--- src/rtl/ctrl_pkg.sv ---
// Shared types and encodings for the multi-cycle LEGv8 control FSM.
// S_TRAP is only reachable when ILLEGAL_OP_TRAP_EN is defined.
package ctrl_pkg;

  typedef enum logic [3:0] {
    S_IDLE   = 4'd0,
    S_FETCH  = 4'd1,
    S_DECODE = 4'd2,
    S_EXEC_R = 4'd3,
    S_ADDR   = 4'd4,
    S_MEM_RD = 4'd5,
    S_WB_MEM = 4'd6,
    S_MEM_WR = 4'd7,
    S_WB_ALU = 4'd8,
    S_BRANCH = 4'd9,
    S_TRAP   = 4'd10
  } state_t;

  localparam logic [10:0] OP_ADD  = 11'b10001011000;
  localparam logic [10:0] OP_SUB  = 11'b11001011000;
  localparam logic [10:0] OP_AND  = 11'b10001010000;
  localparam logic [10:0] OP_ORR  = 11'b10101010000;
  localparam logic [10:0] OP_LDUR = 11'b11111000010;
  localparam logic [10:0] OP_STUR = 11'b11111000000;
  // CBZ only fixes the top 8 opcode bits; the low 3 belong to the offset
  localparam logic [7:0]  OP_CBZ_PFX = 8'b10110100;

  localparam logic [1:0] ALUOP_ADD   = 2'b00;
  localparam logic [1:0] ALUOP_PASS  = 2'b01;
  localparam logic [1:0] ALUOP_FUNCT = 2'b10;

  typedef enum logic [2:0] {
    CLS_R   = 3'd0,
    CLS_LD  = 3'd1,
    CLS_ST  = 3'd2,
    CLS_CB  = 3'd3,
    CLS_ILL = 3'd4
  } op_class_t;

endpackage

--- src/rtl/op_classify.sv ---
// Combinational opcode classifier: maps IR[31:21] to an instruction class.
module op_classify
  import ctrl_pkg::*;
(
  input  logic [10:0] op,
  output op_class_t   op_class
);

  always_comb begin
    op_class = CLS_ILL;
    if (op == OP_ADD || op == OP_SUB || op == OP_AND || op == OP_ORR) begin
      op_class = CLS_R;
    end else if (op == OP_LDUR) begin
      op_class = CLS_LD;
    end else if (op == OP_STUR) begin
      op_class = CLS_ST;
    end else if (op[10:3] == OP_CBZ_PFX) begin
      op_class = CLS_CB;
    end
  end

endmodule

--- src/rtl/multicycle_ctrl.sv ---
// Moore control FSM sequencing the shared LEGv8 datapath, with memory ready
// handshakes and a retired-instruction counter. Optional: ILLEGAL_OP_TRAP_EN.
module multicycle_ctrl
  import ctrl_pkg::*;
#(
  parameter int CNT_W = 32
) (
  input  logic             clk,
  input  logic             reset_n,
  input  logic [10:0]      Op,
  input  logic             Zero,
  input  logic             imem_ready,
  input  logic             dmem_ready,
  output logic             IMemRead,
  output logic             IRWrite,
  output logic             PCWrite,
  output logic             PCSrc,
  output logic             Reg2Loc,
  output logic             ALUSrc,
  output logic             MemtoReg,
  output logic             RegWrite,
  output logic             MemRead,
  output logic             MemWrite,
  output logic [1:0]       ALUOp,
  output logic [3:0]       state_o,
`ifdef ILLEGAL_OP_TRAP_EN
  output logic             exc,
`endif
  output logic [CNT_W-1:0] retired
);

  state_t           state_q, state_d;
  logic             store_q, store_d;
  logic [CNT_W-1:0] retired_q, retired_d;
  logic             retire;
  op_class_t        op_class;

  op_classify u_op_classify (
    .op       (Op),
    .op_class (op_class)
  );

  always_ff @(posedge clk or negedge reset_n) begin
    if (!reset_n) begin
      state_q   <= S_IDLE;
      store_q   <= 1'b0;
      retired_q <= '0;
    end else begin
      state_q   <= state_d;
      store_q   <= store_d;
      retired_q <= retired_d;
    end
  end

  always_comb begin
    state_d  = state_q;
    store_d  = store_q;
    retire   = 1'b0;
    IMemRead = 1'b0;
    IRWrite  = 1'b0;
    PCWrite  = 1'b0;
    PCSrc    = 1'b0;
    Reg2Loc  = 1'b0;
    ALUSrc   = 1'b0;
    MemtoReg = 1'b0;
    RegWrite = 1'b0;
    MemRead  = 1'b0;
    MemWrite = 1'b0;
    ALUOp    = ALUOP_ADD;
`ifdef ILLEGAL_OP_TRAP_EN
    exc      = 1'b0;
`endif

    case (state_q)
      S_IDLE: state_d = S_FETCH;
      S_FETCH: begin
        IMemRead = 1'b1;
        if (imem_ready) begin
          IRWrite = 1'b1;
          PCWrite = 1'b1;
          state_d = S_DECODE;
        end
      end
      S_DECODE: begin
        case (op_class)
          CLS_R:  state_d = S_EXEC_R;
          CLS_LD: begin
            store_d = 1'b0;
            state_d = S_ADDR;
          end
          CLS_ST: begin
            store_d = 1'b1;
            state_d = S_ADDR;
          end
          CLS_CB: state_d = S_BRANCH;
`ifdef ILLEGAL_OP_TRAP_EN
          default: state_d = S_TRAP;
`else
          // PC already advanced in FETCH, so an unknown opcode acts as a NOP
          default: state_d = S_FETCH;
`endif
        endcase
      end
      S_EXEC_R: begin
        ALUOp   = ALUOP_FUNCT;
        state_d = S_WB_ALU;
      end
      S_WB_ALU: begin
        ALUOp    = ALUOP_FUNCT;
        RegWrite = 1'b1;
        retire   = 1'b1;
        state_d  = S_FETCH;
      end
      S_ADDR: begin
        ALUSrc  = 1'b1;
        Reg2Loc = store_q;
        state_d = store_q ? S_MEM_WR : S_MEM_RD;
      end
      S_MEM_RD: begin
        MemRead = 1'b1;
        ALUSrc  = 1'b1;
        if (dmem_ready) state_d = S_WB_MEM;
      end
      S_WB_MEM: begin
        RegWrite = 1'b1;
        MemtoReg = 1'b1;
        retire   = 1'b1;
        state_d  = S_FETCH;
      end
      S_MEM_WR: begin
        MemWrite = 1'b1;
        Reg2Loc  = 1'b1;
        ALUSrc   = 1'b1;
        if (dmem_ready) begin
          retire  = 1'b1;
          state_d = S_FETCH;
        end
      end
      S_BRANCH: begin
        Reg2Loc = 1'b1;
        ALUOp   = ALUOP_PASS;
        PCWrite = Zero;
        PCSrc   = 1'b1;
        retire  = 1'b1;
        state_d = S_FETCH;
      end
`ifdef ILLEGAL_OP_TRAP_EN
      S_TRAP: exc = 1'b1;
`endif
      default: state_d = S_IDLE;
    endcase

    retired_d = retired_q + CNT_W'(retire);
  end

  assign state_o = state_q;
  assign retired = retired_q;

endmodule

--- config.mk ---
export PLATFORM = sky130hd
export DESIGN_NAME = multicycle_ctrl
export DESIGN_NICKNAME = d
export VERILOG_FILES = /design/src/rtl/ctrl_pkg.sv /design/src/rtl/op_classify.sv /design/src/rtl/multicycle_ctrl.sv
export SDC_FILE = /design/constraint.sdc
export NUM_CORES = 1
export LEC_CHECK = 0
export ABC_AREA = 1
export CAP_MARGIN = 20
export CORE_ASPECT_RATIO = 1.25
export CORE_UTILIZATION = 44
export CTS_CLUSTER_DIAMETER = 40
export DETAILED_ROUTE_END_ITERATION = 8
export GPL_TIMING_DRIVEN = 0
export HOLD_SLACK_MARGIN = 0.1
export PLACE_DENSITY = 0.76
export SLEW_MARGIN = 20
export SYNTH_ARGS = -nofsm -noshare
export SYNTH_HDL_FRONTEND = slang
export SYNTH_HIERARCHICAL = 1
export SYNTH_SLANG_ARGS = --single-unit
--- constraint.sdc ---
create_clock -name clk -period 2.35 [get_ports clk]
set_clock_uncertainty 0.2 [all_clocks]
set_input_delay 0.47 -clock clk [delete_from_list [all_inputs] [get_ports clk]]
set_output_delay 0.47 -clock clk [all_outputs]
set_load 0.005 [all_outputs]
==> results.toml <==
[critical_path]
endpoint_kind = "primary output"
worstPathRequired_ns = 1.68
cp_max_fo = 4
crit_path_top_delay_cell = "clkdlybuf4s50_1"
path_class = "reg -> out"
slowest_delay_ns = 0.50
crit_arrival_ns = 1.64
crit_top_cell = "inv_4"
crit_chain = "inv_2 > nand2_2 > inv_4 > nand3_4 > inv_4 > clkdlybuf4s50_1"
critPathLaunchType = "flop"

[clock_network]
htreeDepth = 2
cts_tree = "done"
cts_made_buffers = 5
clock-sinks = 37
cts_root_buf = "clkbuf_8"
worst_skew_pair.late_latency_ns = 0.30
clk_path_buf_depth = 2
path_clk_slew_ns = 0.07

[status]
outcome = "finished, final reports clean"

[placed_design]
port_buffers = 63
place_congestion = 0.928
dp_hpwl_mm = 4.55
place_area_um2 = 3070

[routing]
wl_mm = 6.54
vias_per_cell = 4.97
firstDrtPassIters = 4
vias = 2568
postRouteAntennaNets = 0
wl_per_cell_um = 12.6
drc = 0
drtIter0Drc = 173

[global_routing]
globalRouteOverflowTotal = 0
antenna_found_initial = 0
grt_pass1_wl_mm = 10.8
grt_pass1_vias = 2501
grt_use_total_pct = 25.1
grt_max_degree = 25

[logic_synthesis]
ys_seq_area_share_pct = 39.4
yosysTopAreaCell = "dfrtp_1"
synth_edf_count = 0
synth_cell_types = 20
netlist_area_um2 = 2350
synth.top_cell.area_share_pct = 39.4
avgSynthCellArea_um2 = 6.77
synthArstFlopShare_pct = 100
synth_ff_type = "dfrtp_1"
yosysWarnings = 6
synth.area.top_cells = "dfrtp_1 (39%), nand2_1 (21%), nor2_1 (9.1%), inv_1 (6.9%), nand3_1 (4.9%)"
syn-num-nets = 365
ys_ff_latch = 37
synthCells = 347

[layout]
area_growth_pct = 52.4
layout-drive-gt1-share_pct = 21.1
final_cell_area_um2 = 3580
nets = 472
diodes = 0
n_fill_cell = 423
fin_util_pct = 69.9

[pwr]
leakage_nw = 1.80
pwr_density_cell_nw_per_um2 = 608
ir_drop_mv = 0.466

[min_path]
hp-class = "reg -> reg"

[sta]
fin_crit_ns = 2.31
fin_crit_sh_pct = 98.3
hold_viol = 0
rsz0062_at_grt = "yes"
finalMaxSlewViolations = 0
max_freq_mhz = 433
max-slew-margin-rel_pct = 77.5
worst_pin_slew_ns = 0.337
setup_viol = 0

[floorplanning]
start_util_pct = 45.9
coreArea_um2 = 5120
die_x_um = 67.3
ios = 64
dieArea_um2 = 5640
row_count = 29
die_h_um = 83.7

[run]
cap_viol_max_count = 0
[worst max-delay path, delay by kind of cell (launching register included)]
family,cells,cell delay [ns]
simple gates,2,0.17
buf+inv,4,0.74
flops,1,0.43
[power breakdown]
part	switching, mW	leakage, nW	internal, mW
sequential	0.105	0.499	0.708
clock	0.237	0.0395	0.211
combinational	0.411	1.26	0.505
total	0.753	1.80	1.42
[cells in the final DEF (no fill, tap or decap), drive strengths merged]
cell type,count
dlygate4sd2,2
xnor2,5
nor3,6
xor2,10
ha,2
clkinv,1
a21oi,1
nand2,136
inv,44
nand3,24
clkdlybuf4s50,52
o21ai,6
nor2,71
clkbuf,9
dfrtp,37
dlygate4sd3,1
dlymetal6s2s,7
nand3b,3
buf,38
[cell usage after synthesis (2+ instances only)]
master	number
nand2_1	130
nor2_1	57
inv_1	43
dfrtp_1	37
nand3_1	23
xor2_1	10
nor2_4	8
nor2_2	6
nor3_1	6
o21ai_0	6
xnor2_1	5
nand2_2	4
nand3b_1	3
ha_1	2
nand2_4	2
[kinds of logic (layout without fill, tap and decap cells)]
| group | Yosys count | after routing | synth area share, % |
|---|---|---|---|
| AOI/OAI and AO/OA | 7 | 7 | 1.49 |
| xor gates and xnor gates | 15 | 15 | 5.59 |
| adders and majority gates | 2 | 2 | 1.07 |
| buffers and inverters | 46 | 154 | 7.51 |
| DFF | 37 | 37 | 39.4 |
| and+or+nand+nor | 240 | 240 | 44.9 |
[routing by layer]
layer | GRT usage (%) | share of wire (%)
met1 | 27.9 | 39
met4 | 12.4 | 5.5
met5 | 0 | 0
met3 | 4.37 | 3.9
met2 | 44.3 | 52
[repair_timing]
item	4_1_cts	5_1_grt
buffers inserted	28	8
resized for setup	29	29
pin swaps	14	14
hold buffers	1	0
endpoints found under the hold margin	13	0
endpoints found under the setup margin	30	32
[flip-flops by register name, summed over array words and instances (netlist names)]
register  count
retired      32
state_o       4
store_q       1
[stage by stage]
stage          cells  power (mW)  hold slack (ns)  setup WS, ns  setup TNS (ns)
4_1_cts          510        2.05            0.307       0.00210               0
2_1_floorplan    347        1.05          -0.0256        0.0542               0
6_report         517        2.18            0.304        0.0390               0
5_1_grt          517        2.29            0.340       -0.0478          -0.251
3_3_place_gp     472        1.37            0.276        -0.450          -15.54
3_5_place_dp     473        1.38            0.193        -0.489           -6.64
[worst paths after layout]
path / from / to / slack (ns) / cells past startpoint
worst min register to register: retired[31] / retired[31] / 0.30 / 2
max in group asynchronous: reset_n / state_o[1] / 1.09 / 3
worst max-delay path: state_o[1] / PCSrc / 0.04 / 6
worst max register to register: state_o[2] / retired[26] / 0.09 / 14
worst min-delay path: retired[31] / retired[31] / 0.30 / 2
min in group asynchronous: reset_n / retired[12] / 0.40 / 2
[cell type report]
class	count	area (um^2)	area share, %
Tap cell	62	77.6	2.17
Clock buffer	8	80.1	2.24
Buffer	1	7.51	0.210
Multi-Input combinational cell	264	1380	38.4
Timing Repair Buffer	100	936	26.2
Sequential cell	37	928	25.9
Inverter	45	174	4.86
Power figures use the tool's default switching activity.
==> edit 1: new RTL, config.mk and constraints unchanged <==
Build with the macro `ILLEGAL_OP_TRAP_EN` defined.
--- a/src/rtl/multicycle_ctrl.sv
+++ b/src/rtl/multicycle_ctrl.sv
@@ -1,5 +1,7 @@
 // Moore control FSM sequencing the shared LEGv8 datapath, with memory ready
 // handshakes and a retired-instruction counter. Optional: ILLEGAL_OP_TRAP_EN.
+`define ILLEGAL_OP_TRAP_EN
+
 module multicycle_ctrl
   import ctrl_pkg::*;
 #(
Function (old outputs only; new: exc): changed (Yosys sat finds a counterexample within 4 cycles, from zero or initial values and one cycle with reset_n low).
==> edit 1 against the unedited design <==
Synthesized area grew 3.2%; die area grew 3.2%; the run now ends with negative setup slack left; setup slack lost 77 ps; sequential cell count unchanged; register-to-register slack got worse by 50 ps; worst hold slack hardly changed; count of clock-buffer cells in the layout fell by 1; first-iteration DRC count fell by 12%; final area down 2.4%; power shrank 0.44%; routed wire length fell by 5.3%; fmax decreased by 3.2%.
==> edit 1: results (changes against the unedited design) <==
Setup path
  – Reg2reg setup slack: 40 ps (-50 ps)
  – CP Data Arrival Time: 1720 ps (+80 ps)
  – Crit path launch: state_o[3]$_DFFE_PN0P_
  – CP Max Fanout: 5 (+1)
  – Crit path capture: IMemRead

Final layout
  – # clk buffers: 7 (-1)
  – Multi-input gates: 280 (+6.1%)
  – Fillcell total: 445 (+5.2%)
  – Buffers, non-clock: 82 (-19%)
  – Fraction of area in non-clock buffers: 0.234 (-0.0298)
  – Post-route cell area: 0.00349 mm² (-2.4%)
  – Multi-input logic portion of the cell area: 0.419 (+0.0348)

Logic synthesis
  – Top cells by count, synth: nand2_1 (141), nor2_1 (56), dfrtp_1 (37), inv_1 (25), nand3b_1 (15)
  – Net Count, Synth: 366 (+0.27%)
  – Post-synthesis sequential area ratio: 0.382 (-0.0124)

STA
  – Final Setup Violations: 3 (+3)
  – Final worst slack: -37.9 ps (-76.9 ps)
  – Rel. slew slack: 0.790 (+0.0145)
  – Setup Total Neg Slack: -63.8 ps (-63.8 ps)

Global routing
  – First-pass GRT wire length: 10500 µm (-2.5%)
  – GR Util met1: 0.268 (-0.0114)
  – GR Layer Usage met3: 0.0444 (+0.000639)
  – GRT Util Overall: 0.236 (-0.0158)

Outcome
  – Outcome: finished with violations
  – Failing checks: negative setup slack

CTS
  – Post CTS Setup Buffer Count: 8 (-71%)

Placement
  – Inst Count DP: 474 (+0.21%)
  – Post-DP Area: 0.00316 mm² (+2.8%)
  – Gpl congestion: 0.867 (-6.6%)

Route
  – Routed WL per cell: 12.5 µm (-1.5%)
  – DR vias: 2474 (-3.7%)
  – Iter 0 DRT Violations: 153 (-12%)
  – Wire length on met1: 2420 µm (-5.2%)
  – Pre-Repair DR Iteration Count: 5 (+1)

Pwr
  – Internal: 1.41 mW (-0.80%)
  – Leak pwr: 1.67 nW (-7.4%)
[edit 1: cell count changes after synthesis, sizes merged]
cell    delta
inv       -16
nand2     +12
nand3     -12
nand3b    +12
nor2       +5
a21oi      -1
ha         +1
nand4      +1
nor3       -1
o21ai      -1
xnor2      +1
xor2       -1
[edit 1: through the flow]
stage	total power [mW]	hold WS, ps
after floorplan	1.18	-25.6
after global placement	1.52	268
after detailed placement	1.54	183
after CTS	2.05	313
after global routing	2.30	344
final	2.17	305
[edit 1: logic make-up (layout without fill, tap and decap cells)]
| kind of cell | count (synthesis) | after routing | synth area share |
|---|---|---|---|
| simple gates | 257 | 257 | 0.490 |
| compound gates | 5 | 5 | 0.0103 |
| buf+inv | 30 | 118 | 0.0485 |
| fa+ha+maj | 3 | 3 | 0.0155 |
| xor+xnor | 15 | 15 | 0.0542 |
| flops | 37 | 37 | 0.382 |
==> edit 2: new RTL, same settings <==
Made on the original files. Make the reset (`reset_n`) synchronous in one clocked block.
--- a/src/rtl/multicycle_ctrl.sv
+++ b/src/rtl/multicycle_ctrl.sv
@@ -40,7 +40,7 @@
     .op_class (op_class)
   );
 
-  always_ff @(posedge clk or negedge reset_n) begin
+  always_ff @(posedge clk) begin
     if (!reset_n) begin
       state_q   <= S_IDLE;
       store_q   <= 1'b0;
Behaviour: differs if reset_n is asserted again (counterexample within 4 cycles, from zero or initial values and one cycle with reset_n low); with reset_n held inactive, the same outputs for 10 cycles.
==> edit 2 against the unedited design <==
The flow now finishes with violations (negative setup slack); worst hold slack lost 17 ps; first-iteration DRC count shrank 39%; sequential cell count stayed put; sequential share of layout area is 3.5 points lower; setup slack lost 41 ps; routed wire length down 5.6%; non-clock buffer count shrank 24; critical path depth unchanged; synthesized area increased by 1.2%; die area increased by 1.2%; final area shrank 6.2%; critical endpoint is now Reg2Loc.
Power is not compared: it rests on default switching activity, and its combinational part moved more than twofold at a synthesized area within 25%.
==> edit 2: results (changes against the unedited design) <==
Outcome
  – Outcome: finished with violations
  – Failing checks: negative setup slack

Final layout
  – Fillcell total: 460 (+8.7%)
  – Post-layout util: 0.651 (-0.0482)
  – Fraction of area in non-clock buffers: 0.221 (-0.0429)
  – Fin nets: 464 (-1.7%)
  – # clk buffers: 5 (-3)
  – Storage element area: 753 µm² (-19%)
  – Clock-cell share of area: 0.0257 (+0.00335)

Logic synthesis
  – Asr flop ratio synth: 0 (-1.00)
  – Yosys cell types: 27 (+35%)
  – Post-synthesis xor/xnor area fraction: 0.0147 (-0.0412)
  – Top cells by count, synth: nand2_1 (96), nor2_1 (63), inv_1 (41), dfxtp_1 (37), a21oi_1 (25)
  – Post-Synth Adder-Cell Area: 0.0105 (-0.000129)
  – Net Count, Synth: 385 (+5.5%)
  – Mapped Avg Cell Area: 6.48 µm² (-4.3%)

STA
  – Final Setup Violations: 1 (+1)
  – Rel. slew slack: 0.679 (-0.0961)
  – Final worst slack: -1.48 ps (-40.5 ps)
  – Setup Total Neg Slack: -1.48 ps (-1.48 ps)

Placement
  – Dpl ws: -252 ps (+237 ps)
  – Gpl congestion: 0.906 (-2.4%)
  – Post-DP Area: 0.00308 mm² (+0.12%)
  – Inst Count DP: 491 (+3.8%)
  – Port buffer count: 62 (-1.6%)

Global routing
  – Vias in the first global route: 2352 (-6.0%)
  – GR Util met1: 0.266 (-0.0126)
  – GR Layer Usage met3: 0.0394 (-0.00431)

Route
  – Routed WL per cell: 12.1 µm (-4.1%)
  – Met3 WL: 283 µm (+11%)
  – Met2 wire len: 3240 µm (-3.8%)
  – Iter 0 DRT Violations: 106 (-39%)

CTS
  – Post_cts resized: 13 (-55%)

Setup path
  – Crit-path max cell delay: 440 ps (-60 ps)
  – CP Max Fanout: 5 (+1)
-- edit 2: changes by cell type after synthesis, moves of 6 or more --
cell / change
dfxtp_1: +37
a21oi_1: +24
xor2_1: -6
dfrtp_1: -37
nand2_1: -34
nand2_2: +7
nor2_1: +6
-- edit 2: final timing paths --
| kind | from | end | slack [ps] | cells past startpoint |
|---|---|---|---|---|
| min | retired[31]$_SDFF_PN0_ | retired[31]$_SDFF_PN0_ | 290 | 2 |
| min reg2reg | retired[31]$_SDFF_PN0_ | retired[31]$_SDFF_PN0_ | 290 | 2 |
| max reg2reg | state_o[0]$_SDFFE_PN0P_ | retired[30]$_SDFF_PN0_ | 100 | 14 |
| max | state_o[2]$_SDFFE_PN0P_ | Reg2Loc | -1 | 6 |
-- edit 2: where the power goes --
group,total (mW),switching [mW],internal (mW),leakage (nW)
clock,0.447,0.242,0.205,0.0439
combinational,0.158,0.0773,0.0802,1.13
sequential,0.649,0.0166,0.632,0.301
